## config.mk

```make
export PLATFORM = sky130hd
export DESIGN_NAME = fetch_unit
export DESIGN_NICKNAME = d
export VERILOG_FILES = /design/src/rtl/fetch_unit.sv
export SDC_FILE = /design/constraint.sdc
export NUM_CORES = 1
export LEC_CHECK = 0
export BUFFER_PORTS_ARGS = -buffer_cell sky130_fd_sc_hd__buf_2
export CORE_UTILIZATION = 50
export DETAILED_ROUTE_END_ITERATION = 16
export GPL_TIMING_DRIVEN = 0
export PLACE_DENSITY = 0.81
export SYNTH_ARGS = -nofsm -noshare
export SYNTH_HDL_FRONTEND = slang
export SYNTH_SLANG_ARGS = --single-unit
```

## constraint.sdc

```tcl
create_clock -name clk -period 2.4 [get_ports clk]
set_input_delay 0.36 -clock clk [delete_from_list [all_inputs] [get_ports clk]]
set_output_delay 0.36 -clock clk [all_outputs]
set_load 0.005 [all_outputs]
```

## src/rtl/fetch_unit.sv

```systemverilog
// Instruction fetch stage: owns the PC, drives a 1-cycle-latency instruction
// memory and hands one instruction per cycle to decode with stall/branch/halt.
module fetch_unit #(
  parameter int                ADDR_W      = 16,
  parameter int                INST_W      = 26,
  parameter logic [ADDR_W-1:0] RESET_PC    = '0,
  parameter logic [5:0]        HALT_OPCODE = 6'b111111
) (
  input  logic              clk,
  input  logic              rst,
  input  logic              stall,
  input  logic              branch_taken,
  input  logic [ADDR_W-1:0] branch_target,
  output logic              imem_en,
  output logic [ADDR_W-1:0] imem_addr,
  input  logic [INST_W-1:0] imem_rdata,
  output logic [INST_W-1:0] inst_out,
  output logic [ADDR_W-1:0] pc_out,
  output logic              valid_out,
  output logic              halted,
  output logic [31:0]       fetch_count,
  output logic [1:0]        dbg_state
);

  // Handshake: decode consumes inst_out in every cycle where valid_out=1 and
  // stall=0; a stalled instruction is held stable until it is consumed.
  typedef enum logic [1:0] {
    S_BOOT = 2'd0,
    S_RUN  = 2'd1,
    S_HALT = 2'd2
  } state_t;

  state_t              r_state, w_state_nxt;
  logic [ADDR_W-1:0]   r_fetch_pc, w_fetch_pc_nxt;
  logic [ADDR_W-1:0]   r_req_pc, w_req_pc_nxt;
  logic                r_req_valid, w_req_valid_nxt;
  logic [31:0]         r_fetch_count;
  logic                w_valid;
  logic                w_consume;
  logic                w_halt_hit;

  assign w_valid    = r_req_valid && (r_state != S_HALT);
  assign w_consume  = w_valid && !stall;
  assign w_halt_hit = w_consume && (imem_rdata[INST_W-1 -: 6] == HALT_OPCODE);

  assign valid_out   = w_valid;
  assign inst_out    = w_valid ? imem_rdata : '0;
  assign pc_out      = r_req_pc;
  assign halted      = (r_state == S_HALT);
  assign fetch_count = r_fetch_count;
  assign dbg_state   = r_state;

  always_comb begin
    w_state_nxt     = r_state;
    w_fetch_pc_nxt  = r_fetch_pc;
    w_req_pc_nxt    = r_req_pc;
    w_req_valid_nxt = r_req_valid;
    imem_en         = 1'b0;
    imem_addr       = r_fetch_pc;
    case (r_state)
      S_BOOT: begin
        imem_en         = 1'b1;
        w_req_pc_nxt    = r_fetch_pc;
        w_req_valid_nxt = 1'b1;
        w_fetch_pc_nxt  = r_fetch_pc + ADDR_W'(1);
        w_state_nxt     = S_RUN;
      end
      S_RUN: begin
        if (w_halt_hit) begin
          w_state_nxt     = S_HALT;
          w_req_valid_nxt = 1'b0;
        end else if (branch_taken) begin
          // Redirect even when stalled; the stalled wrong-path slot is dropped.
          imem_en         = 1'b1;
          imem_addr       = branch_target;
          w_req_pc_nxt    = branch_target;
          w_req_valid_nxt = 1'b1;
          w_fetch_pc_nxt  = branch_target + ADDR_W'(1);
        end else if (!stall) begin
          imem_en         = 1'b1;
          w_req_pc_nxt    = r_fetch_pc;
          w_req_valid_nxt = 1'b1;
          w_fetch_pc_nxt  = r_fetch_pc + ADDR_W'(1);
        end
      end
      default: begin
      end
    endcase
    if (rst) imem_en = 1'b0;
  end

  always_ff @(posedge clk) begin
    if (rst) begin
      r_state       <= S_BOOT;
      r_fetch_pc    <= RESET_PC;
      r_req_pc      <= '0;
      r_req_valid   <= 1'b0;
      r_fetch_count <= '0;
    end else begin
      r_state     <= w_state_nxt;
      r_fetch_pc  <= w_fetch_pc_nxt;
      r_req_pc    <= w_req_pc_nxt;
      r_req_valid <= w_req_valid_nxt;
      if (w_consume) r_fetch_count <= r_fetch_count + 32'd1;
    end
  end

endmodule

```

==> results.json <==
{
  "status": "finished clean",
  "number_of_buffers_between_clock_root_and_the_deepest_sink": 2,
  "postSynth.topFlopCell": "dfxtp_1",
  "cts_root_buf": "clkbuf_8",
  "finalPower_w": 0.002611,
  "synthToLayoutAreaGrowth_pct": 28.12,
  "finalWirelength_um": 11610,
  "final.setup.worst_slack_ns": 0.07091,
  "total_number_of_h_tree_levels": 3,
  "postSynthNetCount": 557,
  "cpMaxStageDelayCell": "dfxtp_4",
  "clock_skew_ns": 0.01323,
  "whs_endpoint": "pc_out[14]",
  "worst-path-buf-inv": 3,
  "core-area_um2": 7408,
  "synth_enable_flop_cells": 0,
  "drtPass1Iterations": 6,
  "instances_no_fill": 766,
  "synthesis.instances": 508,
  "yosysWarnings": 0,
  "postCtsHoldBufs": 0,
  "worstSetupEndpointType": "output port",
  "worstSetupPathType": "reg -> out",
  "starting_density_of_the_core": 0.5298,
  "final_nets": 711,
  "setup_viol": 0,
  "global_route.usage.total": 0.2856,
  "ant_nets": 0,
  "tritoncts": "done",
  "min_period_ns": 2.329,
  "reg2regPathDepth": 6,
  "detailedPlacementHpwl_um": 8503,
  "min-delay-start": "branch_target[14]",
  "synthesis.area_per_instance_um2": 7.726,
  "yosys.cell_count.top_type": "dfxtp_1",
  "cts_buffers": 9,
  "slew_headroom": 0.6125,
  "io-pin-count": 141,
  "via_count": 4411,
  "syn-cell-area_um2": 3925,
  "portBuffers": 139,
  "crit_family": "buffers and inverters",
  "area_share_of_the_largest_cell_type_after_synthesis": 0.3417,
  "rr_endpoint": "r_fetch_pc[14]",
  "cts.sinks": 67,
  "critical_path.max_stage_delay_ns": 0.36,
  "gr_overflow_total": 0,
  "drt-wirelength-per-cell_um": 15.16,
  "commonest_cells_in_the_synthesized_netlist": "dfxtp_1, nand2_1, nor2_1, and3_1, xnor2_1",
  "proportion_of_layout_cells_with_a_drive_suffix_above_1": 0.3028,
  "synth_cell_types": 47,
  "netlist.top_cell.by_area": "dfxtp_1",
  "timing.max_cap.violations": 0,
  "worst_setup_hold_path_clk_slew_ns": 0.09,
  "dp_slack_ns": 0.1074,
  "timing.critical_path.from_type": "flop",
  "worst_hold_path_type": "in -> reg",
  "timing.fmax_mhz": 429.4,
  "grt_first_pass_wirelength_um": 19290,
  "timing.reg2reg.setup_slack_ns": 0.36,
  "crit_top_cell": "buf_6",
  "drt_iter0_drc": 254,
  "antenna_cells_inserted": 0,
  "tightest_slew_ns": 0.5812,
  "power.static_leakage_nw": 2.217,
  "final_util": 0.6788,
  "grt_max_degree": 15,
  "critical_path_arrival_ns": 1.97,
  "critPathRequiredTime_ns": 2.04,
  "power_per_unit_of_standard_cell_area_nw_per_um2": 519.1,
  "via_count_normalized_by_instance_count": 5.758,
  "timing.rr.start": "r_fetch_pc[1]",
  "gp_routability_congestion": 0.8899,
  "chipWidth_um": 90.60,
  "vertical_die_dimension_um": 90.60,
  "final.period_utilization": 0.9705,
  "synth_async_sr_flop_share": 0,
  "synth-seq-cells": 67,
  "synth.top_cells.by_area": "dfxtp_1, xnor2_1, nand2_1, nor2_1, and3_1",
  "timing_hold_violations_final": 0,
  "floorplan.rows": 31,
  "slew_violations": 0,
  "vdd_drop_max_v": 0.0004057,
  "whs_path_depth": 3,
  "critical_path.cell_chain": "nand2b_4 > and3_4 > a21oi_4 > buf_6 > buf_6 > mux2_2 > buf_2",
  "grt_antenna_before_repair": 0,
  "timing.critical_path.fanout_max": 6,
  "first_global_vias": 4107,
  "dp_cells": 746,
  "die_area_um2": 8208,
  "detail_route.drc_violations": 0,
  "synth_sequential_area_ratio": 0.3417,
  "clock_insertion_delay_worst_skew_ns": 0.36
}
-- layer usage --
metal	wire length (µm)	up-vias	GRT usage
li1	-	2123	-
met1	4806	2042	0.3526
met2	5645	220	0.4994
met3	930	26	0.04377
met4	227	0	0.1035
met5	0	-	0
-- final cells by class --
cell class | count | area, µm²
clock inverters | 7 | 80.08
fillers | 648 | 2380
well taps | 99 | 123.9
flip-flops and latches | 67 | 1346
clock buffers | 9 | 123.9
multi-input cells | 389 | 2371
inverters | 14 | 52.55
repair buffers | 144 | 738.2
plain buffers | 37 | 192.7
-- how the worst max path moves through the flow --
stage	from	end	slack (ns)	cells past startpoint
6_report	dbg_state[0]	imem_addr[8]	0.07	7
3_3_place_gp	dbg_state[0]	imem_addr[15]	0.10	7
4_1_cts	dbg_state[1]	imem_addr[0]	0.001	6
3_5_place_dp	dbg_state[1]	imem_addr[15]	0.11	7
5_1_grt	dbg_state[0]	imem_addr[0]	-0.0007	7
2_1_floorplan	dbg_state[0]	imem_addr[0]	0.45	6
-- per-stage QoR --
step | TNS, ns | instance area, µm² | hold WS, ns
after floorplan | 0 | 3925 | 0.4643
after global placement | 0 | 4745 | 0.4759
after detailed placement | 0 | 4745 | 0.4869
after CTS | 0 | 5014 | 0.3041
after global routing | -0.0006959 | 5029 | 0.3154
final | 0 | 5029 | 0.3012
-- state kept, by name (all words and copies together) (netlist names) --
signal,cells
dbg_state,2
fetch_count,32
pc_out,16
r_fetch_pc,16
r_req_valid,1
-- power breakdown --
group          switching, W  internal [W]
registers         0.0000422       0.00115
clock network      0.000498      0.000494
logic              0.000222      0.000200
-- cells in the final DEF (no fill, tap or decap), drive strengths merged, types with 2 or more instances in the layout --
cell / count
or3: 6
o22ai: 4
xor2: 7
a21o: 2
nand4: 12
o21ai: 19
clkinvlp: 2
clkbuf: 33
or4: 2
a31oi: 3
dfxtp: 67
and2: 4
or2: 2
a21oi: 22
nand2b: 4
a311oi: 17
nor2: 58
ha: 3
buf: 157
nor3: 19
mux2: 15
nor4: 17
nand3: 18
o41ai: 2
nand2: 66
and3: 31
nand3b: 3
xnor2: 31
and4: 5
inv: 18
a211oi: 5
-- worst reg2reg max path: cells and delay by family, from the launching register on --
kind | cells | cell delay (ns)
AND/OR/NAND/NOR | 5 | 1.22
flip-flops | 1 | 0.44
adder cells (fa/ha/maj) | 1 | 0.29
-- cells by family after synthesis --
| family | count (synthesis) | share of synthesized area |
|---|---|---|
| buffers and inverters | 52 | 0.06025 |
| AND/OR/NAND/NOR | 252 | 0.3223 |
| AO/OA/AOI/OAI | 80 | 0.1358 |
| XOR/XNOR | 38 | 0.08479 |
| multiplexers | 16 | 0.04558 |
| flip-flops | 67 | 0.3417 |
| adder cells (fa/ha/maj) | 3 | 0.009564 |
-- what timing repair did --
item / in CTS / in global routing
cloned: 1 / 0
setup endpoints to repair: 16 / 16
buffers inserted: 3 / 1
gates resized for setup: 15 / 3
pin swaps: 1 / 3
Power figures use the tool's default switching activity.
